`src/rtl/matmul_seq_ctrl.sv`:
```
`default_nettype none
// ============================================================================
// Module      : matmul_seq_ctrl
// Description : Sequencer for an N x N matrix multiply C = A * B. It walks the
//               output index (i,j) and the reduction index k, issues operand
//               buffer reads, drives MAC enable / accumulator clear aligned to
//               the returned read data, and hands each finished C element to
//               write-back with a valid/ready handshake.
// Parameters  : N       matrix dimension (>= 2)
//               RD_LAT  operand-buffer read latency in cycles (>= 1)
//               IW, AW  derived index / address widths
// Ports       : clk, rst                     clock, synchronous active-high reset
//               start                        begin one multiply (sampled in IDLE)
//               busy, done                   status; done is a one-cycle pulse
//               rd_en, a_addr, b_addr        operand buffer read request
//               mac_en, acc_clr              MAC control, aligned to read data
//               c_wr, c_addr, c_ready        C element write-back handshake
//               perf_cycles                  busy-cycle counter (optional)
// Options     : MATMUL_SEQ_PERF_EN  adds the perf_cycles output and counter
// Revision    : 1.0  initial release
// ============================================================================
module matmul_seq_ctrl #(
    parameter  int N      = 4,
    parameter  int RD_LAT = 1,
    localparam int IW     = $clog2(N),
    localparam int AW     = $clog2(N * N)
) (
    input  logic          clk,
    input  logic          rst,
    input  logic          start,
    output logic          busy,
    output logic          done,
    output logic          rd_en,
    output logic [AW-1:0] a_addr,
    output logic [AW-1:0] b_addr,
    output logic          mac_en,
    output logic          acc_clr,
    output logic          c_wr,
    output logic [AW-1:0] c_addr,
`ifdef MATMUL_SEQ_PERF_EN
    output logic [31:0]   perf_cycles,
`endif
    input  logic          c_ready
);

    // ------------------------------------------------------------------------
    // Constants
    // ------------------------------------------------------------------------
    localparam int DW = $clog2(RD_LAT + 1);

    localparam logic [2:0] c_IDLE  = 3'd0;
    localparam logic [2:0] c_ISSUE = 3'd1;
    localparam logic [2:0] c_DRAIN = 3'd2;
    localparam logic [2:0] c_WRITE = 3'd3;
    localparam logic [2:0] c_FIN   = 3'd4;

    localparam logic [IW-1:0] c_LAST      = IW'(N - 1);
    localparam logic [AW-1:0] c_N         = AW'(N);
    localparam logic [DW-1:0] c_DRAIN_END = DW'(RD_LAT);

    // ------------------------------------------------------------------------
    // State
    // ------------------------------------------------------------------------
    logic [2:0]        r_state;
    logic [IW-1:0]     r_i;
    logic [IW-1:0]     r_j;
    logic [IW-1:0]     r_k;
    logic [DW-1:0]     r_drain;
    logic [RD_LAT-1:0] r_mac_pipe;
    logic [RD_LAT-1:0] r_clr_pipe;

    // Row-major flat address: row*N + col, computed in AW bits (max N*N-1).
    function automatic logic [AW-1:0] f_addr(input logic [IW-1:0] row,
                                              input logic [IW-1:0] col);
        f_addr = AW'(row) * c_N + AW'(col);
    endfunction

    // ------------------------------------------------------------------------
    // Index stepping
    // ------------------------------------------------------------------------
    logic [IW-1:0] w_k_inc;
    logic          w_last_k;
    logic          w_last_col;
    logic          w_last_elem;
    logic [IW-1:0] w_next_i;
    logic [IW-1:0] w_next_j;
    logic          w_clr_in;

    always_comb begin
        w_k_inc     = r_k + IW'(1);
        w_last_k    = (r_k == c_LAST);
        w_last_col  = (r_j == c_LAST);
        w_last_elem = w_last_col && (r_i == c_LAST);
        w_next_i    = r_i;
        w_next_j    = r_j + IW'(1);
        if (w_last_col) begin
            w_next_i = r_i + IW'(1);
            w_next_j = '0;
        end
        // The k==0 read starts a new dot product: its product must load,
        // not accumulate onto the previous element.
        w_clr_in = rd_en && (r_k == '0);
    end

    // ------------------------------------------------------------------------
    // Sequencer FSM (all outputs registered)
    // ------------------------------------------------------------------------
    always_ff @(posedge clk) begin
        if (rst) begin
            r_state <= c_IDLE;
            r_i     <= '0;
            r_j     <= '0;
            r_k     <= '0;
            r_drain <= '0;
            busy    <= 1'b0;
            done    <= 1'b0;
            rd_en   <= 1'b0;
            a_addr  <= '0;
            b_addr  <= '0;
            c_wr    <= 1'b0;
            c_addr  <= '0;
        end else begin
            case (r_state)
                c_IDLE: begin
                    done <= 1'b0;
                    if (start) begin
                        r_state <= c_ISSUE;
                        r_i     <= '0;
                        r_j     <= '0;
                        r_k     <= '0;
                        busy    <= 1'b1;
                        rd_en   <= 1'b1;
                        a_addr  <= '0;
                        b_addr  <= '0;
                    end
                end

                // One read per cycle; the registered address always reflects
                // the k currently held in r_k.
                c_ISSUE: begin
                    if (w_last_k) begin
                        r_state <= c_DRAIN;
                        r_k     <= '0;
                        r_drain <= '0;
                        rd_en   <= 1'b0;
                    end else begin
                        r_k    <= w_k_inc;
                        a_addr <= f_addr(r_i, w_k_inc);
                        b_addr <= f_addr(w_k_inc, r_j);
                    end
                end

                // Wait for the last read to return and pass the MAC register.
                c_DRAIN: begin
                    if (r_drain == c_DRAIN_END) begin
                        r_state <= c_WRITE;
                        c_wr    <= 1'b1;
                        c_addr  <= f_addr(r_i, r_j);
                    end else begin
                        r_drain <= r_drain + DW'(1);
                    end
                end

                c_WRITE: begin
                    if (c_ready) begin
                        c_wr <= 1'b0;
                        if (w_last_elem) begin
                            r_state <= c_FIN;
                            done    <= 1'b1;
                        end else begin
                            r_state <= c_ISSUE;
                            r_i     <= w_next_i;
                            r_j     <= w_next_j;
                            r_k     <= '0;
                            rd_en   <= 1'b1;
                            a_addr  <= f_addr(w_next_i, '0);
                            b_addr  <= f_addr('0, w_next_j);
                        end
                    end
                end

                c_FIN: begin
                    r_state <= c_IDLE;
                    done    <= 1'b0;
                    busy    <= 1'b0;
                end

                default: begin
                    r_state <= c_IDLE;
                    busy    <= 1'b0;
                    done    <= 1'b0;
                    rd_en   <= 1'b0;
                    c_wr    <= 1'b0;
                end
            endcase
        end
    end

    // ------------------------------------------------------------------------
    // MAC control: read strobe delayed by exactly the buffer read latency so
    // that mac_en/acc_clr line up with the returned operand data.
    // ------------------------------------------------------------------------
    always_ff @(posedge clk) begin
        if (rst) begin
            r_mac_pipe <= '0;
            r_clr_pipe <= '0;
        end else begin
            r_mac_pipe[0] <= rd_en;
            r_clr_pipe[0] <= w_clr_in;
            for (int p = 1; p < RD_LAT; p++) begin
                r_mac_pipe[p] <= r_mac_pipe[p-1];
                r_clr_pipe[p] <= r_clr_pipe[p-1];
            end
        end
    end

    assign mac_en  = r_mac_pipe[RD_LAT-1];
    assign acc_clr = r_clr_pipe[RD_LAT-1];

`ifdef MATMUL_SEQ_PERF_EN
    // ------------------------------------------------------------------------
    // Busy-cycle counter: cleared on an accepted start, saturating, holds its
    // value in IDLE so software can read it after done.
    // ------------------------------------------------------------------------
    logic [31:0] r_perf;

    always_ff @(posedge clk) begin
        if (rst) begin
            r_perf <= '0;
        end else if (r_state == c_IDLE && start) begin
            r_perf <= '0;
        end else if (busy && (r_perf != 32'hFFFF_FFFF)) begin
            r_perf <= r_perf + 32'd1;
        end
    end

    assign perf_cycles = r_perf;
`endif

endmodule
`default_nettype wire

```
`config.mk`:
```
export PLATFORM = sky130hd
export DESIGN_NAME = matmul_seq_ctrl
export DESIGN_NICKNAME = d
export VERILOG_FILES = /design/src/rtl/matmul_seq_ctrl.sv
export SDC_FILE = /design/constraint.sdc
export NUM_CORES = 1
export LEC_CHECK = 0
export ABC_AREA = 1
export BUFFER_PORTS_ARGS = -buffer_cell sky130_fd_sc_hd__buf_4
export CAP_MARGIN = 25
export CORE_MARGIN = 3
export CORE_UTILIZATION = 45
export CTS_CLUSTER_SIZE = 40
export DETAILED_ROUTE_END_ITERATION = 7
export PLACE_DENSITY = 0.69
export SYNTH_ARGS = -nofsm -noshare
export SYNTH_HDL_FRONTEND = slang
export SYNTH_SLANG_ARGS = --single-unit
export TNS_END_PERCENT = 10
```
`constraint.sdc`:
```
create_clock -name clk -period 1.45 [get_ports clk]
set_clock_uncertainty 0.15 [all_clocks]
set_input_delay 0 -clock clk [delete_from_list [all_inputs] [get_ports clk]]
set_output_delay 0 -clock clk [all_outputs]
set_load 0.05 [all_outputs]
```
==> results of run 1 <==
-- registers in the layout, indices dropped and copies added, names as in the netlist, 2 cells and up --
name / flops
b_addr: 2
r_j: 2
r_k: 2
r_state: 3
a_addr: 4
c_addr: 4
r_i: 2
-- tightest hold or removal path, stage by stage, from the launching register on --
cell	delay [ns]
dfxtp_1	0.36
inv_1	0.05
nor2_1	0.03
-- worst min path at each step --
| stage | cells after the start | endpoint | slack, ns |
|---|---|---|---|
| after floorplan | 1 | r_k[0]$_SDFFE_PP0P_ | -0.08 |
| after global placement | 2 | r_k[0]$_SDFFE_PP0P_ | 0.14 |
| after detailed placement | 2 | c_wr$_SDFFE_PP0P_ | 0.14 |
| after CTS | 2 | mac_en$_SDFF_PP0_ | 0.32 |
| after global routing | 2 | mac_en$_SDFF_PP0_ | 0.35 |
| final | 2 | mac_en$_SDFF_PP0_ | 0.31 |
-- repair_timing --
action,in CTS,in global routing
setup buffers,1,5
setup endpoints to repair,20,22
pin swaps,10,19
gates resized for setup,19,41
hold buffers,4,0
gates cloned,0,0
endpoints found under the hold margin,12,0
-- cell families after synthesis --
kind of cell               Yosys count  share of synthesized area (%)
DFF                                 26                           40.0
adders and majority gates            4                           3.85
AOI/OAI and AO/OA                   27                           10.4
and+or+nand+nor                    102                           34.2
buffers and inverters               38                           11.5
-- cell type report --
cell class              count  area, sq um
multi-input cells         133          787
fillers                   188          694
flip-flops and latches     26          539
repair buffers             46          367
inverters                  34          135
well taps                  30         37.5
clock inverters             1         30.0
clock buffers               3         22.5
-- power by group --
part	internal [mW]	switching (mW)
Sequential	0.925	0.176
Combinational	0.821	1.42
Clock	0.280	0.225
Total	2.03	1.82
-- per-layer routing --
| layer | up-vias | wire, um | GRT usage (%) |
|---|---|---|---|
| met5 | - | 0 | 0 |
| met4 | 0 | 83 | 10.8 |
| met3 | 9 | 113 | 2.81 |
| met2 | 40 | 1810 | 35.8 |
| met1 | 651 | 1590 | 22.9 |
| li1 | 702 | - | - |
-- metrics by stage --
| step | hold slack (ns) | worst slack, ns | util, % |
|---|---|---|---|
| floorplan | -0.0809 | 0.00769 | - |
| global placement | 0.139 | -0.0677 | 60.7 |
| detailed placement | 0.142 | -0.165 | 60.7 |
| CTS | 0.318 | 0.00000588 | 66.4 |
| global route | 0.351 | -0.0841 | 73.4 |
| finish | 0.313 | 0.00464 | 73.4 |
-- cell usage in the layout (no fill, tap or decap) --
cell and n:
nor3_1 1, nand2_2 9, nand3_2 1, ha_4 3
inv_4 1, dlygate4sd3_1 4, inv_6 1, nor2_4 5
nand2_1 39, nor2_1 24, o21ai_0 6, o21ai_1 2
ha_1 1, a21oi_2 4, buf_6 3, nand3b_1 1
nand4_1 3, inv_2 8, dfxtp_4 3, a21oi_1 14
dfxtp_1 17, dfxtp_2 6, nand3_1 6, nand3_4 3
bufinv_16 1, o21ai_2 1, clkbuf_4 3, nor2_2 8
buf_4 39, nand2_4 2, inv_1 24
==> results.json, run 1 <==
{
  "syn_nets": 205,
  "hp-class": "reg2reg",
  "dieArea_sq_um": 3570,
  "antenna_found_initial": 0,
  "yosys.area.top_type": "dfxtp_1",
  "cts_tree": "yes",
  "synth_flop_cell": "dfxtp_1",
  "synth_cell_types": 19,
  "drt-wirelength-per-cell_um": 13.2,
  "yosys.area.top_type_share_pct": 40.0,
  "htree_levels": 1,
  "grt_pass1_wl_mm": 5.53,
  "tns_ns": 0,
  "critPathLaunch": "r_i[0]$_SDFFE_PP0P_",
  "power.total_mw": 3.85,
  "start_kind": "flop",
  "yosysMostFrequentCell": "nand2_1",
  "period_share_pct": 99.7,
  "synth-async-reset-ratio_pct": 0,
  "grt_use_total_pct": 20.1,
  "leakage_nw": 0.924,
  "placed_cells": 259,
  "hold_viol": 0,
  "num_vias": 1402,
  "clock-root-buffer": "clkbuf_4",
  "layout.nets": 252,
  "relSlewSlack_pct": 63.4,
  "cp_max_fo": 5,
  "path_buf_inv": 1,
  "finalCriticalPeriod_ns": 1.45,
  "status": "completed",
  "worst_r2r_startpoint": "r_i[0]$_SDFFE_PP0P_",
  "worst_ir_drop_vdd_v": 0.00173,
  "yosys_warnings": 0,
  "cp.arrival_ns": 1.54,
  "rrSetupSlack_ns": 0.005,
  "rsz0062_at_grt": "true",
  "synth_common_cells": "nand2_1, nor2_1, inv_1, dfxtp_1, a21oi_1",
  "drtIter0Drc": 61,
  "grt_max_degree": 16,
  "dpl.hpwl_mm": 2.30,
  "antenna_left": 0,
  "max_freq_ghz": 0.692,
  "path_class": "reg2reg",
  "slowest_stage": "dfxtp_2",
  "synth_cells": 197,
  "drtPass1Iterations": 4,
  "die_width_um": 59.8,
  "drive_above_1_share_pct": 41.6,
  "ys_seq_area_share_pct": 40.0,
  "post_dp_cell_area_sq_um": 1590,
  "synth_edf_count": 0,
  "grt_overflow": 0,
  "ioPinCount": 22,
  "maxCapViolations": 0,
  "tightest_slew_ns": 0.547,
  "cpLargestDelayFamily": "simple AND/OR/NAND/NOR gates",
  "cp_cell_sequence": "ha_4 > nand2_2 > inv_2 > nand2_2 > nand2_1 > nor2_4 > nand3_1 > nand2_1 > nor2_1",
  "ys_ff_latch": 26,
  "endpoint": "a_addr[2]$_SDFFE_PP0P_",
  "numCtsBuffers": 3,
  "hold_path.startpoint": "rd_en$_SDFFE_PP0P_",
  "start_util_pct": 49.8,
  "r2r-end": "a_addr[2]$_SDFFE_PP0P_",
  "clkTransAtPathRegs_ns": 0.14,
  "slew_viol_final": 0,
  "row_count": 18,
  "numPortBuffers": 21,
  "die_height_um": 59.8,
  "setup_violations": 0,
  "drc": 0,
  "gp_congestion": 0.897,
  "fin_area_sq_um": 1920,
  "clk_latency_ns": 0.32,
  "syn-mean-instance-area_sq_um": 6.61,
  "powerDensity_nw_per_um2": 2010,
  "fin_cells": 273,
  "clkSinkCount": 26,
  "slowest_delay_ns": 0.37,
  "num_antenna_cells": 0,
  "yosys-top-cells-area": "dfxtp_1, nand2_1, nor2_1, inv_1, a21oi_1",
  "clockBufferDepth": 2,
  "endpoint_kind": "flop",
  "area_delta_synth_final_pct": 47.4,
  "netlist_area_sq_um": 1300,
  "fp.coreArea_sq_um": 2610,
  "reg2regPathDepth": 9,
  "drt_wl_total_mm": 3.59,
  "viasPerCell": 5.14,
  "cp.depth": 9,
  "grt_pass1_vias": 1316,
  "required_ns": 1.54
}
Power figures use the tool's default switching activity.
==> run 2, diff against run 1 <==
--- a/config.mk
+++ b/config.mk
@@ -8,11 +8,11 @@
 export ABC_AREA = 1
 export BUFFER_PORTS_ARGS = -buffer_cell sky130_fd_sc_hd__buf_4
 export CAP_MARGIN = 25
-export CORE_MARGIN = 3
+export CORE_MARGIN = 2
 export CORE_UTILIZATION = 45
 export CTS_CLUSTER_SIZE = 40
 export DETAILED_ROUTE_END_ITERATION = 7
-export PLACE_DENSITY = 0.69
+export PLACE_DENSITY_LB_ADDON = 0.25
 export SYNTH_ARGS = -nofsm -noshare
 export SYNTH_HDL_FRONTEND = slang
 export SYNTH_SLANG_ARGS = --single-unit
==> run 2 against run 1 <==
Compared with the run above:
- the run now ends with setup timing left
- via count is the same
- core utilization fell by 3.2 points
- global-route usage decreased by 0.29 points
==> results.json, run 2 (synthesis results as in run 1) <==
{
  "antenna_left": 0,
  "area_delta_synth_final_pct": 48.8,
  "drive_above_1_share_pct": 42.3,
  "endpoint_kind": "flop",
  "reg_top3": "a_addr: 4 flops, c_addr: 4 flops, r_state: 3 flops",
  "finalCriticalPeriod_ns": 1.47,
  "fin_area_sq_um": 1940,
  "start_util_pct": 47.2,
  "status": "complete, but fails checks",
  "max_freq_ghz": 0.681,
  "ioPinCount": 22,
  "layout.nets": 255,
  "finalCoreUtilization_pct": 70.2,
  "clkTransAtPathRegs_ns": 0.14,
  "cts_tree": "yes",
  "path_class": "reg2reg",
  "fin_ws_ns": -0.0176,
  "num_vias": 1402,
  "slew_viol_final": 0,
  "setup_violations": 6,
  "leakage_nw": 0.987,
  "grt_pass1_vias": 1189,
  "numPortBuffers": 21,
  "drt_wl_total_mm": 3.41,
  "drc": 0,
  "dpl.hpwl_mm": 2.18,
  "grt_max_degree": 16,
  "critPathMostFrequentCell": "nand2_4",
  "use_met3_pct": 2.90,
  "cp_cell_sequence": "nand2_4 > nor2_4 > nand2_4 > buf_6 > nand4_1 > nand2_1 > a21oi_1",
  "post_dp_cell_area_sq_um": 1630,
  "layout.cells.most_common_list": "buf_4, nand2_1, inv_1, nor2_1, dfxtp_1",
  "nFillCells": 230,
  "fp.coreArea_sq_um": 2760,
  "start_kind": "flop",
  "hold_viol": 0,
  "power.total_mw": 3.82,
  "cp_max_fo": 7,
  "row_count": 19,
  "clock-root-buffer": "clkbuf_4",
  "drtIter0Drc": 48,
  "grt_pass1_wl_mm": 5.16,
  "tightest_slew_ns": 0.454,
  "num_antenna_cells": 0,
  "clk_latency_ns": 0.33,
  "relSlewSlack_pct": 69.7,
  "period_share_pct": 101,
  "die_width_um": 57.8,
  "drtPass1Iterations": 5,
  "slowest_delay_ns": 0.46,
  "die_height_um": 57.8,
  "slowest_stage": "dfxtp_4",
  "htree_levels": 1,
  "clkSinkCount": 26,
  "grt_use_total_pct": 19.8,
  "dieArea_sq_um": 3340,
  "gp_congestion": 0.881,
  "worst_ir_drop_vdd_v": 0.00129,
  "grt_overflow": 0,
  "antenna_found_initial": 0,
  "use_met1_pct": 25.7,
  "mostFrequentLayoutCell": "buf_4",
  "drt-wirelength-per-cell_um": 12.3,
  "use_met2_pct": 33.3,
  "powerDensity_nw_per_um2": 1970,
  "clockBufferDepth": 2,
  "cp.arrival_ns": 1.59,
  "busiest_layer": "met2",
  "violations": "setup timing",
  "maxCapViolations": 0,
  "numCtsBuffers": 3,
  "rsz0062_at_grt": "true",
  "viasPerCell": 5.06,
  "required_ns": 1.57,
  "hp-class": "in2reg"
}
-- run 2: cell types whose count changed in the layout (fill, tap and decap cells not counted), moves of 4 or more --
cell | before | now
buf_4 | 39 | 44
nand3_1 | 6 | 1
nand3_2 | 1 | 8
nand2_2 | 9 | 5
-- run 2: timing repair --
action | 4_1_cts | 5_1_grt
endpoints found under the setup margin | 22 | 22
hold endpoints to repair | 12 | 0
hold buffers | 3 | 0
gates resized for setup | 9 | 48
pin swaps | 1 | 17
cloned | 0 | 0
buffers inserted | 1 | 3
-- run 2: final timing paths --
kind / startpoint / slack, ns / cells after the start / endpoint
setup / recovery: r_state[0]$_SDFFE_PP0P_ / -0.02 / 7 / r_k[1]$_SDFFE_PP0P_
hold / removal: rst / 0.31 / 3 / r_k[0]$_SDFFE_PP0P_
setup reg to reg: r_state[0]$_SDFFE_PP0P_ / -0.02 / 7 / r_k[1]$_SDFFE_PP0P_
hold reg to reg: rd_en$_SDFFE_PP0P_ / 0.33 / 2 / mac_en$_SDFF_PP0_
-- run 2: layout make-up --
class / instances / area (sq um) / share of cell area [%]
clock buffer: 3 / 22.5 / 1.16
clock inverter: 1 / 30.0 / 1.55
sequential: 26 / 536 / 27.7
multi-input combinational: 133 / 796 / 41.1
timing repair buffer: 49 / 383 / 19.8
inverter: 34 / 130 / 6.72
tap: 31 / 38.8 / 2.00
-- run 2: stage by stage --
stage	worst slack [ns]	cells	TNS, ns	hold WS (ns)
floorplan	0.00769	197	0	-0.0809
global placement	-0.107	266	-0.778	0.142
detailed placement	-0.126	266	-0.985	0.140
CTS	-0.0242	274	-0.0242	0.323
global route	-0.0999	277	-1.08	0.338
finish	-0.0176	277	-0.0474	0.313
-- run 2: worst max-delay path, delay by kind of cell (launching register included) --
kind / cells / cell delay [ns]
buf+inv: 1 / 0.13
compound gates: 1 / 0.13
simple gates: 5 / 0.54
flops: 1 / 0.46
-- run 2: per-layer routing --
metal,vias up,wire length (um)
li1,710,-
met1,639,1470
met2,46,1680
met3,7,199
met4,0,69
met5,-,0
-- run 2: report_power, final --
group	switching [mW]	total [mW]	internal (mW)
clock network	0.225	0.505	0.280
registers	0.165	1.09	0.922
logic	1.41	2.23	0.812
total	1.81	3.82	2.01
==> run 3, diff against run 2 <==
--- a/config.mk
+++ b/config.mk
@@ -5,7 +5,6 @@
 export SDC_FILE = /design/constraint.sdc
 export NUM_CORES = 1
 export LEC_CHECK = 0
-export ABC_AREA = 1
 export BUFFER_PORTS_ARGS = -buffer_cell sky130_fd_sc_hd__buf_4
 export CAP_MARGIN = 25
 export CORE_MARGIN = 2
==> run 3 against run 2 <==
Compared with the run above:
- the run still ends with setup timing left
- global-route usage down 1.4 points
- combinational power down 90%
- final area down 6.0%
- largest cell class unchanged
- critical path type unchanged
==> results.json, run 3 <==
{
  "status": "complete, but fails checks",
  "violations": "setup timing",
  "clockBufferDepth": 2,
  "die_width_um": 58.2,
  "syn-mean-instance-area_sq_um": 8.83,
  "grt_pass1_wl_mm": 4.89,
  "grt_overflow": 0,
  "clk_latency_ns": 0.33,
  "cp_cell_sequence": "ha_4 > nand2_1 > a41oi_2 > or4_4 > a21oi_2",
  "power_switching_share_pct": 26.3,
  "r2r-end": "r_j[0]$_SDFFE_PP0P_",
  "hold_path.startpoint": "start",
  "worst_ir_drop_vdd_v": 0.000642,
  "slew_viol_final": 0,
  "drc": 0,
  "cp_max_fo": 3,
  "layout.cells.most_common_list": "buf_4, dfxtp_1, nor2_1, nand2_1, o21ai_0",
  "path_buf_inv": 0,
  "worst_r2r_startpoint": "r_j[1]$_SDFFE_PP0P_",
  "drtPass1Iterations": 4,
  "antenna_found_initial": 0,
  "fin_ws_ns": -0.183,
  "htree_levels": 1,
  "setup_violations": 11,
  "netlist_area_sq_um": 1320,
  "synth_cell_types": 38,
  "mostFrequentLayoutCell": "buf_4",
  "yosysMostFrequentCell": "dfxtp_1",
  "synth-async-reset-ratio_pct": 0,
  "num_antenna_cells": 0,
  "fp.coreArea_sq_um": 2780,
  "ys_ff_latch": 26,
  "cp.arrival_ns": 1.76,
  "numCtsBuffers": 3,
  "yosys_warnings": 0,
  "rsz0062_at_grt": "true",
  "seq_power_share_pct": 55.7,
  "power_switching_uw": 351,
  "num_vias": 1180,
  "fin_area_sq_um": 1820,
  "viasPerCell": 5.24,
  "numPortBuffers": 21,
  "holdPathStages": 4,
  "dpl.hpwl_mm": 2.15,
  "row_count": 19,
  "relSlewSlack_pct": 81.6,
  "required_ns": 1.57,
  "layout.nets": 203,
  "grt_pass1_vias": 1158,
  "tightest_slew_ns": 0.275,
  "cts_tree": "yes",
  "synth_edf_count": 0,
  "rrSetupSlack_ns": -0.18,
  "pwr-share-comb_pct": 16.6,
  "grt_max_degree": 25,
  "clkSinkCount": 26,
  "power_frac_clock_pct": 27.8,
  "grt_use_total_pct": 18.4,
  "reg_top3": "a_addr: 4 flops, c_addr: 4 flops, r_state: 3 flops",
  "post_dp_cell_area_sq_um": 1690,
  "drtIter0Drc": 30,
  "p_int_uw": 982,
  "start_kind": "flop",
  "synth_flop_cell": "dfxtp_1",
  "tns_ns": -1.26,
  "start_util_pct": 47.6,
  "slowest_delay_ns": 0.50,
  "min_to": "r_state[0]$_SDFFE_PP0P_",
  "max_freq_ghz": 0.613,
  "finalCriticalPeriod_ns": 1.63,
  "endpoint_kind": "flop",
  "hp-class": "in2reg",
  "yosys-top-cells-area": "dfxtp_1, mux2i_1, o21ai_0, ha_1, nor2_1",
  "drive_above_1_share_pct": 42.3,
  "leakage_nw": 0.756,
  "clkTransAtPathRegs_ns": 0.14,
  "reg2regPathDepth": 5,
  "path_class": "reg2reg",
  "ioPinCount": 22,
  "powerDensity_nw_per_um2": 733,
  "syn_nets": 158,
  "cpLargestDelayFamily": "simple AND/OR/NAND/NOR gates",
  "ys_seq_area_share_pct": 39.3,
  "slowest_stage": "or4_4",
  "drt_wl_total_mm": 2.91,
  "clock-root-buffer": "clkbuf_4",
  "maxCapViolations": 0,
  "synth_common_cells": "dfxtp_1, nor2_1, nand2_1, o21ai_0, a21oi_1",
  "synth_cells": 150,
  "period_share_pct": 113,
  "antenna_left": 0,
  "drt-wirelength-per-cell_um": 12.9,
  "dieArea_sq_um": 3390,
  "hold_viol": 0,
  "gp_congestion": 0.776,
  "yosys.area.top_type": "dfxtp_1",
  "die_height_um": 58.2,
  "yosys.area.top_type_share_pct": 39.3,
  "area_delta_synth_final_pct": 37.4
}
[run 3: cell count changes after synthesis, moves of 5 or more]
cell,before,now
a21oi_1,18,9
inv_1,28,4
inv_2,6,0
mux2i_1,0,8
nand2_1,49,12
nand2b_1,0,6
nor2_1,31,13
nor2_2,6,0
nor2b_1,0,6
o21ai_0,6,11
[run 3: power by group through the flow]
stage               combinational [mW]  clock, mW  sequential [mW]
floorplan                       0.0990          0            0.791
global placement                 0.195          0            0.756
detailed placement               0.198          0            0.757
CTS                              0.218      0.383            0.743
global route                     0.235      0.412            0.745
finish                           0.221      0.370            0.742
[run 3: routing by layer]
| metal | wire [um] | track usage, % | vias up | part of all wire, % |
|---|---|---|---|---|
| li1 | - | - | 606 | - |
| met1 | 1340 | 22.7 | 551 | 46 |
| met2 | 1440 | 33.3 | 21 | 50 |
| met3 | 98 | 2.68 | 2 | 3.4 |
| met4 | 25 | 4.98 | 0 | 0.86 |
| met5 | 0 | 0 | - | 0 |
[run 3: area by class of cell]
| class | instances | area (sq um) |
|---|---|---|
| tap | 31 | 38.8 |
| inverter | 4 | 17.5 |
| fill | 232 | 962 |
| sequential | 26 | 532 |
| multi-input combinational | 106 | 777 |
| clock buffer | 4 | 36.3 |
| timing repair buffer | 54 | 418 |
[run 3: worst max-delay path by stage]
| stage | start | endpoint | depth (start not counted) |
|---|---|---|---|
| finish | r_j[1]$_SDFFE_PP0P_ | r_j[0]$_SDFFE_PP0P_ | 5 |
| global route | r_j[1]$_SDFFE_PP0P_ | r_j[0]$_SDFFE_PP0P_ | 6 |
| CTS | r_state[1]$_SDFFE_PP0P_ | r_j[0]$_SDFFE_PP0P_ | 5 |
| detailed placement | r_state[1]$_SDFFE_PP0P_ | r_j[1]$_SDFFE_PP0P_ | 6 |
| global placement | r_state[1]$_SDFFE_PP0P_ | r_j[1]$_SDFFE_PP0P_ | 6 |
| floorplan | r_i[0]$_SDFFE_PP0P_ | a_addr[1]$_SDFFE_PP0P_ | 6 |
[run 3: cell families after synthesis]
logic type	Yosys count	share of synthesized area, %
DFF	26	39.3
adders and majority gates	4	3.78
muxes	12	9.74
buffers and inverters	18	7.47
AOI/OAI and AO/OA	31	14.5
and+or+nand+nor	57	23.9
xor gates and xnor gates	2	1.32
[run 3: stage by stage]
step / setup WS (ns) / power (mW) / hold WS, ns / std cells / utilization [%]
global route: -0.235 / 1.39 / 0.118 / 225 / 65.4
finish: -0.183 / 1.33 / 0.0907 / 225 / 65.4
detailed placement: -0.228 / 0.956 / 0.192 / 217 / 60.6
floorplan: -0.213 / 0.890 / -0.0618 / 150 / -
CTS: -0.166 / 1.34 / 0.0800 / 225 / 64.6
global placement: -0.204 / 0.951 / 0.191 / 217 / 60.6
[run 3: worst min-delay path, stage by stage]
cell	delay, ns
buf_4	0.10
nor2b_1	0.15
a211oi_1	0.07
a211oi_1	0.20
[run 3: timing repair]
| item | CTS | global route |
|---|---|---|
| endpoints found under the setup margin | 17 | 19 |
| gates resized for setup | 13 | 8 |
| hold endpoints to repair | 21 | 0 |
| pin swaps | 7 | 3 |
| hold buffers | 2 | 0 |
| setup buffers | 2 | 0 |
| cloned | 0 | 0 |
